===== src/rtl/hv_pwm_intb_encode.sv =====
// Schedules the shared HV return wire: mirrors the gate wave when idle, and
// pre-empts it with a pulse burst (1 pulse = INTB asserted, 4 = released) on interrupt changes.
module hv_pwm_intb_encode #(
    parameter int PULSE_W = 6,
    parameter int GAP_W   = 6,
    parameter int PRE_W   = 12,
    parameter int END_W   = 12
) (
    input  logic i_clk,
    input  logic i_rst,
    input  logic i_pwm_gwave,
    input  logic i_intb_n,
    output logic o_hv_pwm_intb_n,
    output logic o_busy,
    output logic o_sent_intb_n
);

    localparam int MAX_AB = (PULSE_W > GAP_W) ? PULSE_W : GAP_W;
    localparam int MAX_CD = (PRE_W > END_W) ? PRE_W : END_W;
    localparam int MAX_W  = (MAX_AB > MAX_CD) ? MAX_AB : MAX_CD;
    localparam int CNT_W  = $clog2(MAX_W + 1);

    localparam logic [CNT_W-1:0] CNT_ONE   = CNT_W'(1);
    localparam logic [CNT_W-1:0] PULSE_LEN = CNT_W'(PULSE_W);
    localparam logic [CNT_W-1:0] GAP_LEN   = CNT_W'(GAP_W);
    localparam logic [CNT_W-1:0] PRE_LEN   = CNT_W'(PRE_W);
    localparam logic [CNT_W-1:0] END_LEN   = CNT_W'(END_W);

    typedef enum logic [2:0] {
        ST_IDLE  = 3'd0,
        ST_PRE   = 3'd1,
        ST_PULSE = 3'd2,
        ST_GAP   = 3'd3,
        ST_TAIL  = 3'd4
    } state_t;

    state_t           state_q, state_d;
    logic [CNT_W-1:0] cnt_q, cnt_d;
    logic [2:0]       pcnt_q, pcnt_d;
    logic             sent_q, sent_d;
    logic             wire_q, wire_d;

    logic [2:0] pcnt_inc;
    logic [2:0] n_tgt;

    assign pcnt_inc = pcnt_q + 3'd1;
    assign n_tgt    = sent_q ? 3'd4 : 3'd1;

    always_ff @(posedge i_clk or posedge i_rst) begin
        if (i_rst) begin
            state_q <= ST_IDLE;
            cnt_q   <= '0;
            pcnt_q  <= '0;
            sent_q  <= 1'b1;
            wire_q  <= 1'b0;
        end else begin
            state_q <= state_d;
            cnt_q   <= cnt_d;
            pcnt_q  <= pcnt_d;
            sent_q  <= sent_d;
            wire_q  <= wire_d;
        end
    end

    // wire_d is the wire value for the state being entered, so the output
    // register always lines up with the registered state.
    always_comb begin
        state_d = state_q;
        cnt_d   = cnt_q + CNT_ONE;
        pcnt_d  = pcnt_q;
        sent_d  = sent_q;
        wire_d  = 1'b0;
        case (state_q)
            ST_IDLE: begin
                cnt_d  = cnt_q;
                wire_d = i_pwm_gwave;
                if (i_intb_n != sent_q) begin
                    state_d = ST_PRE;
                    cnt_d   = CNT_ONE;
                    pcnt_d  = 3'd0;
                    sent_d  = i_intb_n;
                    wire_d  = 1'b0;
                end
            end
            ST_PRE: begin
                if (cnt_q == PRE_LEN) begin
                    state_d = ST_PULSE;
                    cnt_d   = CNT_ONE;
                    wire_d  = 1'b1;
                end
            end
            ST_PULSE: begin
                wire_d = 1'b1;
                if (cnt_q == PULSE_LEN) begin
                    pcnt_d = pcnt_inc;
                    cnt_d  = CNT_ONE;
                    wire_d = 1'b0;
                    state_d = (pcnt_inc < n_tgt) ? ST_GAP : ST_TAIL;
                end
            end
            ST_GAP: begin
                if (cnt_q == GAP_LEN) begin
                    state_d = ST_PULSE;
                    cnt_d   = CNT_ONE;
                    wire_d  = 1'b1;
                end
            end
            ST_TAIL: begin
                if (cnt_q == END_LEN) begin
                    cnt_d = CNT_ONE;
                    // Only the level at tail exit matters; intermediate glitches are dropped.
                    if (i_intb_n != sent_q) begin
                        state_d = ST_PRE;
                        pcnt_d  = 3'd0;
                        sent_d  = i_intb_n;
                    end else begin
                        state_d = ST_IDLE;
                        wire_d  = i_pwm_gwave;
                    end
                end
            end
            default: begin
                state_d = ST_IDLE;
                cnt_d   = '0;
                wire_d  = 1'b0;
            end
        endcase
    end

    assign o_hv_pwm_intb_n = wire_q;
    assign o_busy          = (state_q != ST_IDLE);
    assign o_sent_intb_n   = sent_q;

endmodule


===== config.mk =====
export PLATFORM = sky130hd
export DESIGN_NAME = hv_pwm_intb_encode
export DESIGN_NICKNAME = d
export VERILOG_FILES = /design/src/rtl/hv_pwm_intb_encode.sv
export SDC_FILE = /design/constraint.sdc
export NUM_CORES = 1
export LEC_CHECK = 0
export ABC_AREA = 1
export ABC_CLOCK_PERIOD_IN_PS = 2700
export BUFFER_PORTS_ARGS = -buffer_cell sky130_fd_sc_hd__buf_2
export CORE_MARGIN = 2
export CORE_UTILIZATION = 60
export DETAILED_ROUTE_END_ITERATION = 16
export PLACE_DENSITY_LB_ADDON = 0.3
export REMOVE_ABC_BUFFERS = 1
export SETUP_SLACK_MARGIN = 0.05
export SKIP_LAST_GASP = 1
export SYNTH_ARGS = -nofsm -noshare
export SYNTH_HDL_FRONTEND = slang
export SYNTH_SLANG_ARGS = --single-unit

===== constraint.sdc =====
create_clock -name i_clk -period 2.7 [get_ports i_clk]
set_input_delay 0.405 -clock i_clk [delete_from_list [all_inputs] [get_ports i_clk]]
set_output_delay 0.405 -clock i_clk [all_outputs]
set_load 0.02 [all_outputs]

# After elaboration in Yosys (flattened, before gate mapping)
# Index checks and enable logic that the tools add are counted.
# W data, S select, Z words.
[word_totals] output_inout_bits=3 latchBits=0 n_memories=0 regBits=12 in_bits=4 mem_bits_ro=0 wordCells=55 ramBits=0
[op_classes] magnitude_cmp=1 mux=26 shifts=0 reduce_logical=9 bitwise_logic=0 div_mod_pow=0 add_sub_neg=2 multipliers=0 n_eq_ne=12
[ops] cell="$mux W3" count=10
[ops] cell="$pmux W3 S5" count=1
[ops] cell="$mux W4" count=3
[ops] cell="$pmux W4 S3" count=1
[ops] cell="$ne A2 B2 Y1 const B" count=5
[ops] cell="$pmux W3 S3" count=1
[ops] cell="$mux W1" count=8
[ops] cell="$eq A3 B2 Y1 const B" count=2
[ops] cell="$reduce_bool A3 Y1" count=2
[ops] cell="$pmux W1 S5" count=1
[ops] cell="$reduce_and A5 Y1" count=1
[ops] cell="$add A4 B1 Y4 const B" count=1
[ops] cell="$eq A4 B3 Y1 const B" count=1
[ops] cell="$eq A4 B4 Y1 const B" count=1
[ops] cell="$reduce_or A2 Y1" count=2
[ops] cell="$add A3 B1 Y3 const B" count=1
[ops] cell="$eq A3 B1 Y1 const B" count=1
[ops] cell="$eq A3 B3 Y1 const B" count=1
[ops] cell="$logic_not A3 Y1" count=1
[ops] cell="$lt A3 B3 Y1" count=1
[ops] cell="$reduce_and A3 Y1" count=1
[ops] cell="$pmux W1 S2" count=1
[ops] cell="$reduce_and A2 Y1" count=1
[ops] cell="$reduce_bool A2 Y1" count=1
[ops] cell="$ne A1 B1 Y1" count=1

# Longest topological paths before layout
# Gate-level depths: netlist of run 1.
[depth] ltp_word=5 depth_mapped=11 ltp_nobuf=10

# Worst setup path after synthesis of run 1
# No wires, ideal clock.
[synth_path] path_kind="register to register" startpoint="reg pcnt_q[0]" endpoint="reg state_q[0]" t_arrival_ns=1.453 setup_ns=0.119 path_buffers=0 slack_ns=1.128 path_stages_with_launch=11 required_ns=2.581 cell_sequence="dfrtp_1 -> ha_1 -> xor2_1 -> ha_1 -> inv_1 -> nor2_1 -> nand2_1 -> nand3_1 -> nand2_1 -> nand3_1 -> nand2_1"
[synth_between] elab_chain_len=5
[synth_rtl] item="start, declared" line_no="39" source="logic [2:0] pcnt_q, pcnt_d;"
[synth_rtl] item="start signal, assigned" line_no="59" source="pcnt_q <= pcnt_d;"
[synth_rtl] item="$add A3 B1 Y3" line_no="46" source="assign pcnt_inc = pcnt_q + 3'd1;"
[synth_rtl] item="$lt A3 B3 Y1" line_no="98" source="state_d = (pcnt_inc < n_tgt) ? ST_GAP : ST_TAIL;"
[synth_rtl] item="$mux W3" line_no="98"
[synth_rtl] item="$mux W3" line_no="94" source="if (cnt_q == PULSE_LEN) begin"
[synth_rtl] item="$pmux W3 S5" line_no="73" source="case (state_q)"
[synth_rtl] item="end signal, assigned" line_no="57" source="state_q <= state_d;"
[synth_rtl] item="end, declared" line_no="37" source="state_t state_q, state_d;"
# Every way passes these cells. The select of a mux whose other input is x is not followed.
# A chain may end at the register's enable or synchronous reset.

# Worst setup path after layout of run 1
# Ends and elaborated chain as after synthesis.

==> results of run 1 <==
==> kinds of logic (layout without fill, tap and decap cells) <==
kind of cell    Yosys count  after routing  share of synthesized area
compound gates            9              9                    0.05397
fa+ha+maj                 5              5                    0.07496
simple gates             69             69                     0.3973
buf+inv                  16             25                    0.08095
flops                    12             12                     0.3613
xor+xnor                  3              3                    0.03149
==> critical path, stage by stage (launching register included) <==
cell     delay, ps
dfrtp_1        420
ha_1           220
xor2_1         220
ha_1           280
a21oi_1        190
nand3_1        120
nand2_1        100
nand3_1         70
nand2_1         60
==> sequential cells by signal, summed over array words and instances (netlist names) <==
name,cells
cnt_q,4
o_hv_pwm_intb_n,1
o_sent_intb_n,1
pcnt_q,3
state_q,3
==> cells in the mapped netlist, drive strengths merged <==
cell and n:
nand4 2, nand3 20, o21ai 5, ha 5, nor3 1, a21oi 4, nor2 8, inv 15
dfstp 1, nand2 37, xor2 3, dfrtp 11, buf 1, and2 1
==> stage by stage <==
stage                       util  worst slack [ps]  instances  power, mW  hold slack [ps]
after floorplan                -              1128        113     0.8668            269.0
after global routing      0.6904             794.9        138      1.270            170.5
after detailed placement  0.6702             980.6        134      1.012            437.3
after global placement    0.6702              1083        134     0.9845            434.4
after CTS                 0.6904             959.6        138      1.129            154.4
final                     0.6904             965.8        138      1.129            133.0
==> routing by layer <==
| layer | vias to the layer above | GRT usage |
|---|---|---|
| met3 | 4 | 0.04787 |
| met2 | 12 | 0.4570 |
| met1 | 359 | 0.3399 |
| li1 | 387 | - |
| met4 | 0 | 0.04839 |
| met5 | - | 0 |
==> how the worst max path moves through the flow <==
stage	from	to	slack, ps	depth (start not counted)
floorplan	pcnt_q[0]$_DFFE_PP0P_	state_q[0]$_DFFE_PP0P_	1130	10
global placement	pcnt_q[0]$_DFFE_PP0P_	state_q[0]$_DFFE_PP0P_	1080	10
detailed placement	pcnt_q[0]$_DFFE_PP0P_	state_q[0]$_DFFE_PP0P_	980	8
CTS	pcnt_q[0]$_DFFE_PP0P_	state_q[0]$_DFFE_PP0P_	960	8
global route	pcnt_q[0]$_DFFE_PP0P_	state_q[0]$_DFFE_PP0P_	790	8
finish	pcnt_q[0]$_DFFE_PP0P_	state_q[0]$_DFFE_PP0P_	970	8
==> cell type report <==
cell class              instances  area share
repair buffers                  6     0.03343
clock buffers                   4     0.02925
inverters                      15     0.06267
flip-flops and latches         12      0.3357
multi-input cells              86      0.5181
well taps                      15     0.02089
==> where the power goes <==
| group | switching (mW) | internal, mW | total [mW] |
|---|---|---|---|
| combinational | 0.418 | 0.241 | 0.658 |
| sequential | 0.0888 | 0.264 | 0.353 |
| clock | 0.0602 | 0.0571 | 0.117 |
| total | 0.567 | 0.562 | 1.13 |
==> out/metrics.cfg, run 1 <==
[outcome]
status = finished clean

[synthesis]
yosys.area.top_type_share = 0.3298
ys_ff_latch = 12
ys_top_cells_by_area = dfrtp_1 33%, nand2_1 15%, nand3_1 11%
synth_seq_area_share = 0.3613
yosysTopAreaCell = dfrtp_1
avgSynthCellArea_um2 = 7.321
yosys_warnings = 0
syn-cell-area_um2 = 834.6
syn_inst = 114
synth_cell_types = 19

[timing]
slew_headroom = 0.6885
max_freq_ghz = 0.5766
hold_viol_final = 0
finalSetupViolCount = 0
period_needed_ps = 1734
fin_crit_sh = 0.6423
fin_tns_setup_ps = 0
finClkSkew_ps = 3.785
slew_violations = 0
tightest_slew_ps = 466.7
rsz0062_at_grt = false

[placement]
post-dp-hpwl_um = 1305
postPlaceCellArea_um2 = 872.1
port_buffers = 6
gp_congestion = 0.8549

[worst_setup_path]
rrSetupSlack_ps = 970
rr_worst_depth = 8
worstSetupPathType = flip-flop to flip-flop
worstReg2RegStart = pcnt_q[0]$_DFFE_PP0P_
worstPathMaxFanout = 4
worstPathRequired_ps = 2910
r2r-end = state_q[0]$_DFFE_PP0P_
crit_arrival_ps = 1950
crit_path_start_kind = flip-flop
end_kind = flip-flop

[die]
placementRows = 13
fp.dieW_um = 41.30
num_io_pins = 7
die_area_um2 = 1705
start_util = 0.6413
fp.coreArea_um2 = 1301
die_y_um = 41.30

[clock_network]
clock-root-buffer = clkbuf_4
cts_max_level = 1
cts_tree = yes
cts_made_buffers = 3
cts_buffer_depth = 2
clk_pin_slew_worst_paths_ps = 80
post_cts_buffers = 0
clock-sinks = 12
ctsResizeCount = 0
clock_latency_ps = 270
cts_hold_buf = 0

[final_layout]
area_delta_synth_final_pct = 7.646
multi_input_area_um2 = 465.4
antennaDiodeCount = 0
nNetsFinal = 133
fillers = 118
fin_area_um2 = 898.4
layout.area.seq_um2 = 301.5
drive_above_1_share = 0.1463
final_common_cell = nand2_1
final_cell_mix = 34 x nand2_1, 19 x nand3_1, 14 x inv_1

[drt]
dr.pass1.iters = 4
vias = 762
drt_iter0_drc = 20
drtAntennaViolNets = 0
routed_via_density = 5.522
routed_wl_um = 1654
met1_length_um = 819
routed.top_layer = met4
drcViolationCount = 0
dr_wl_met2_um = 770
wl_per_cell_um = 11.99
met3_length_um = 49

[power_and_ir_drop]
p_leak_nw = 0.4930
power_density_nw_per_um2 = 1256
ir_drop_mv = 0.7428

[grt]
antenna_found_initial = 0
grt_pass1_wl_um = 2973
grt.overflow.total = 0
grt_max_degree = 13
track_usage = 0.2628
first_global_vias = 711

[hold_path]
holdCritPathClass = input port to asynchronous set/reset pin

[job]
drv_cap = 0

No activity file was read; power rests on OpenSTA's default activity.
==> inputs of run 2 (changes only) <==
--- a/config.mk
+++ b/config.mk
@@ -6,10 +6,10 @@
 export NUM_CORES = 1
 export LEC_CHECK = 0
 export ABC_AREA = 1
-export ABC_CLOCK_PERIOD_IN_PS = 2700
+export ABC_CLOCK_PERIOD_IN_PS = 1700
 export BUFFER_PORTS_ARGS = -buffer_cell sky130_fd_sc_hd__buf_2
 export CORE_MARGIN = 2
-export CORE_UTILIZATION = 60
+export CORE_UTILIZATION = 57
 export DETAILED_ROUTE_END_ITERATION = 16
 export PLACE_DENSITY_LB_ADDON = 0.3
 export REMOVE_ABC_BUFFERS = 1
==> constraint.sdc (replaced) <==
create_clock -name i_clk -period 1.7 [get_ports i_clk]
set_input_delay 0.255 -clock i_clk [delete_from_list [all_inputs] [get_ports i_clk]]
set_output_delay 0.255 -clock i_clk [all_outputs]
set_load 0.02 [all_outputs]
==> run 2 against run 1 <==
  * Clock power increased by 68%
  * Die area increased by 4.8%
  * Maximum frequency increased by 6.4%
  * Critical endpoint unchanged
==> out/metrics.cfg, run 2 (synthesized netlist as in run 1, its figures left out) <==
[power_and_ir_drop]
clkPwrFrac = 0.097
combPwrFrac = 0.624
total_power_mw = 2.018
power_density_nw_per_um2 = 2065
p_int_mw = 1.031
p_switching_mw = 0.9872
p_leak_nw = 0.5208
pwr-share-seq = 0.279
ir_drop_mv = 1.251
sw_frac_of_total = 0.4892

[timing]
worst_hold_slack_ps = 222.9
fin_tns_setup_ps = 0
period_needed_ps = 1629
tightest_slew_ps = 463.8
max_freq_ghz = 0.6138
slew_headroom = 0.6905
fin_ws_ps = 70.72
finalSetupViolCount = 0
finClkSkew_ps = 12.24
fin_crit_sh = 0.9584
slew_violations = 0
hold_viol_final = 0
rsz0062_at_grt = true

[clock_network]
clock-root-buffer = clkbuf_4
clock_latency_ps = 290
clock-sinks = 12
cts_max_level = 1
cts_tree = yes
cts_buffer_depth = 2
clk_pin_slew_worst_paths_ps = 90
cts_made_buffers = 3

[drt]
vias = 783
routed_via_density = 5.438
wl_per_cell_um = 12.38
drtAntennaViolNets = 0
dr.pass1.iters = 4
drcViolationCount = 0
drt_iter0_drc = 28
routed_wl_um = 1783

[worst_setup_path]
crit_path_start_kind = flip-flop
worstSetupPathType = flip-flop to flip-flop
end_kind = flip-flop
crit_start = pcnt_q[1]$_DFFE_PP0P_
worstPathRequired_ps = 1920
worstReg2RegStart = pcnt_q[1]$_DFFE_PP0P_
worstPathMaxFanout = 2
crit_arrival_ps = 1850

[final_layout]
nNetsFinal = 139
top_register = cnt_q
fin_area_um2 = 977.2
top_regs = cnt_q x4, pcnt_q x3, state_q x3
final_cell_mix = 34 x nand2_1, 18 x nand3_1, 13 x inv_1
drive_above_1_share = 0.2248
final_core_util = 0.7326
multi_input_area_um2 = 496.7
largest_reg_flops = 4
final_common_cell = nand2_1
antennaDiodeCount = 0
stdcell_count = 144
fillers = 101
area_delta_synth_final_pct = 17.09
layout.area.seq_um2 = 301.5

[die]
fp.coreArea_um2 = 1334
fp.dieW_um = 42.27
die_y_um = 42.27
num_io_pins = 7
start_util = 0.6257
placementRows = 13
die_area_um2 = 1786

[grt]
track_usage = 0.2446
antenna_found_initial = 0
grt.overflow.total = 0
first_global_vias = 783
grt_max_degree = 13
grt_pass1_wl_um = 3332

[placement]
gp_congestion = 0.8972
postPlaceCellArea_um2 = 872.1
port_buffers = 6
placedCellCount = 134
post-dp-hpwl_um = 1233
dp_slack_ps = 9.893

[hold_path]
worstHoldStart = i_intb_n
holdCritPathClass = input port to flip-flop

[job]
drv_cap = 0

[outcome]
status = finished clean

run 2: cell types whose count changed in the layout (fill, tap and decap cells not counted), sizes merged:
cell,delta
buf,+5
dlygate4sd3,+1
run 2: cell type report:
class,count,area share
timing repair buffer,12,0.07939
tap,15,0.01921
clock buffer,4,0.02689
sequential,12,0.3086
inverter,15,0.05762
multi-input combinational,86,0.5083
run 2: timing repair:
item / CTS / global route
hold buffers: 1 / 0
pin swaps: 1 / 4
hold endpoints to repair: 11 / 0
gates resized for setup: 2 / 4
buffers inserted: 3 / 2
setup endpoints to repair: 2 / 6
run 2: critical path, stage by stage, from the launching register on:
cell and delay, ps:
dfrtp_1 400, ha_2 200, xor2_2 210, ha_4 240
a21oi_2 170, nand3_2 100, nand2_1 90, nand3_1 70
nand2_1 60
run 2: final timing paths:
check	to	slack, ps	cells past startpoint
max in group asynchronous	o_sent_intb_n$_DFFE_PP1P_	850	3
min in group asynchronous	cnt_q[0]$_DFFE_PP0N_	510	3
min	o_sent_intb_n$_DFFE_PP1P_	220	3
max	state_q[0]$_DFFE_PP0P_	70	8
min reg2reg	pcnt_q[1]$_DFFE_PP0P_	530	2
max reg2reg	state_q[0]$_DFFE_PP0P_	70	8
run 2: power by group through the flow:
stage               clock (mW)  combinational [mW]  sequential [mW]
global placement             0                1.01            0.559
floorplan                    0               0.814            0.563
finish                   0.196                1.26            0.563
CTS                      0.190                1.13            0.554
detailed placement           0                1.03            0.564
global route             0.206                1.45            0.582
run 2: metal layers:
| metal | share of wire | GRT usage | vias up |
|---|---|---|---|
| met5 | 0 | 0 | - |
| met4 | 0.038 | 0.1188 | 0 |
| met3 | 0.031 | 0.03879 | 9 |
| met2 | 0.48 | 0.3938 | 13 |
| met1 | 0.45 | 0.3171 | 365 |
| li1 | - | - | 396 |
==> inputs of run 3 (changes only) <==
--- a/config.mk
+++ b/config.mk
@@ -6,10 +6,12 @@
 export NUM_CORES = 1
 export LEC_CHECK = 0
 export ABC_AREA = 1
-export ABC_CLOCK_PERIOD_IN_PS = 1700
+export ABC_CLOCK_PERIOD_IN_PS = 1300
 export BUFFER_PORTS_ARGS = -buffer_cell sky130_fd_sc_hd__buf_2
+export CORE_ASPECT_RATIO = 0.8
 export CORE_MARGIN = 2
-export CORE_UTILIZATION = 57
+export CORE_UTILIZATION = 51
+export CTS_CLUSTER_SIZE = 24
 export DETAILED_ROUTE_END_ITERATION = 16
 export PLACE_DENSITY_LB_ADDON = 0.3
 export REMOVE_ABC_BUFFERS = 1
==> constraint.sdc (replaced) <==
create_clock -name i_clk -period 1.3 [get_ports i_clk]
set_input_delay 0.195 -clock i_clk [delete_from_list [all_inputs] [get_ports i_clk]]
set_output_delay 0.195 -clock i_clk [all_outputs]
set_load 0.02 [all_outputs]
==> run 3 against run 2 <==
  * The flow now finishes with violations (negative setup slack)
  * Global-route usage up 6.1 points
  * Clock-buffer cell count did not move
  * Clock power is 31% higher
  * Total power increased by 90%
==> out/metrics.cfg, run 3 (synthesized netlist as in run 1, its figures left out) <==
[worst_setup_path]
crit_arrival_ps = 1900
r2r-end = state_q[0]$_DFFE_PP0P_
crit_top_cell = nand2_1
crit_chain = ha_2 > xor2_2 > ha_4 > inv_2 > nor2_2 > nand2_2 > nand3_2 > nand2_1 > nand3_1 > nand2_1
end_kind = flip-flop
rr_worst_depth = 10
critPathMaxStageDelay_ps = 400
worstSetupPathType = flip-flop to flip-flop
crit_path_start_kind = flip-flop
rrSetupSlack_ps = -430
worstPathMaxFanout = 2
worstReg2RegStart = pcnt_q[0]$_DFFE_PP0P_
worstPathRequired_ps = 1470
critPathSlowestCell = dfrtp_1

[final_layout]
antennaDiodeCount = 0
drive_above_1_share = 0.5316
fillers = 80
area_delta_synth_final_pct = 63.12
largest_reg_flops = 4
top_register = cnt_q
nNetsFinal = 168
top_regs = cnt_q x4, pcnt_q x3, state_q x3
final_cell_mix = 28 x buf_4, 26 x nand2_1, 12 x nand3_1
final_common_cell = buf_4

[clock_network]
clk_pin_slew_worst_paths_ps = 90
clock-sinks = 12
clock_latency_ps = 280
cts_made_buffers = 3
cts_max_level = 1
cts_tree = yes
clock-root-buffer = clkbuf_4
cts_buffer_depth = 2

[hold_path]
holdCritPathClass = input port to flip-flop
min_to = o_sent_intb_n$_DFFE_PP1P_
hold_depth = 3
worstHoldStart = i_intb_n

[power_and_ir_drop]
p_leak_nw = 0.6937
ir_drop_mv = 2.167
power_density_nw_per_um2 = 2819
total_power_mw = 3.838

[timing]
fin_tns_setup_ps = -2543
finalSetupViolCount = 12
tightest_slew_ps = 524.0
slew_headroom = 0.6503
rsz0062_at_grt = true
fin_ws_ps = -430.8
max_freq_ghz = 0.5778
finClkSkew_ps = 3.969
fin_crit_sh = 1.331
period_needed_ps = 1731
slew_violations = 0
hold_viol_final = 0

[die]
die_y_um = 40.18
placementRows = 13
fp.coreArea_um2 = 1578
start_util = 0.5289
num_io_pins = 7
die_area_um2 = 1978
fp.dieW_um = 49.23

[job]
drv_cap = 0

[grt]
track_usage = 0.3055
first_global_vias = 910
grt.overflow.total = 0
antenna_found_initial = 0
grt_pass1_wl_um = 4257
grt_max_degree = 13

[drt]
routed_wl_um = 3353
drtAntennaViolNets = 0
drt_iter0_drc = 108
routed_via_density = 5.889
dr.pass1.iters = 5
vias = 1060
wl_per_cell_um = 18.63
drcViolationCount = 0

[placement]
gp_congestion = 0.8720
post-dp-hpwl_um = 1612
port_buffers = 6

[outcome]
violations = negative setup slack
status = finished with violations

==> run 3: changes by cell type in the layout (fill, tap and decap cells not counted), moves of 4 or more <==
| cell | previous run | this run |
|---|---|---|
| nand2_2 | 2 | 8 |
| o21ai_0 | 5 | 1 |
| buf_4 | 5 | 28 |
| nand3_2 | 2 | 7 |
| o21ai_1 | 0 | 4 |
| nand2_1 | 34 | 26 |
| buf_6 | 0 | 8 |
| nand3_1 | 18 | 12 |
==> run 3: metrics by stage <==
step           instances  hold slack [ps]    util  area [µm²]  worst slack [ps]
6_report             180            160.2  0.8628        1361            -430.8
5_1_grt              180            156.0  0.8628        1361            -479.3
4_1_cts              172            193.6  0.7740        1221            -316.0
3_5_place_dp         163            232.4  0.6630        1046            -328.1
3_3_place_gp         163            223.6  0.6630        1046            -284.5
2_1_floorplan        113            58.98       -       823.3            -272.0
==> run 3: area by class of cell <==
class / instances / area [µm²] / area share
Timing Repair Buffer: 41 / 330.3 / 0.2426
Multi-Input combinational cell: 86 / 616.8 / 0.4531
Clock buffer: 4 / 26.28 / 0.01930
Inverter: 15 / 56.30 / 0.04136
Sequential cell: 12 / 304.0 / 0.2233
Tap cell: 22 / 27.53 / 0.02022
==> run 3: how the worst max path moves through the flow <==
stage                          startpoint                     end  slack, ps  cells after the start
floorplan           pcnt_q[0]$_DFFE_PP0P_  state_q[0]$_DFFE_PP0P_       -270                     10
global placement    pcnt_q[0]$_DFFE_PP0P_  state_q[0]$_DFFE_PP0P_       -280                     10
detailed placement  pcnt_q[0]$_DFFE_PP0P_  state_q[0]$_DFFE_PP0P_       -330                     10
CTS                 pcnt_q[1]$_DFFE_PP0P_  state_q[0]$_DFFE_PP0P_       -320                     10
global route        pcnt_q[0]$_DFFE_PP0P_  state_q[1]$_DFFE_PP0P_       -480                     10
finish              pcnt_q[0]$_DFFE_PP0P_  state_q[0]$_DFFE_PP0P_       -430                     10
==> run 3: critical path, delay by kind of cell, from the launching register on <==
kind	cells	cell delay, ps
and+or+nand+nor	6	530
DFF	1	400
xor gates and xnor gates	1	170
buffers and inverters	1	40
adders and majority gates	2	500
==> run 3: power breakdown <==
part           leakage [nW]  internal [mW]  switching [mW]  total [mW]
Clock                0.0150          0.119           0.138       0.257
Combinational         0.533           1.27            1.58        2.84
Sequential            0.146          0.556           0.181       0.737
Total                 0.694           1.94            1.90        3.84
==> run 3: timing repair <==
| action | 4_1_cts | 5_1_grt |
|---|---|---|
| gates cloned | 0 | 0 |
| pin swaps | 16 | 11 |
| gates resized for setup | 30 | 23 |
| hold buffers | 1 | 0 |
| endpoints found under the setup margin | 14 | 14 |
| setup buffers | 5 | 8 |
| hold endpoints to repair | 11 | 0 |
==> run 3: metal layers <==
metal | wire [µm] | up-vias | global-route usage | share of wire
li1 | - | 455 | - | -
met3 | 336 | 22 | 0.06343 | 0.10
met5 | 0 | - | 0 | 0
met1 | 1300 | 496 | 0.3796 | 0.39
met2 | 1553 | 87 | 0.5236 | 0.46
met4 | 164 | 0 | 0.1571 | 0.049
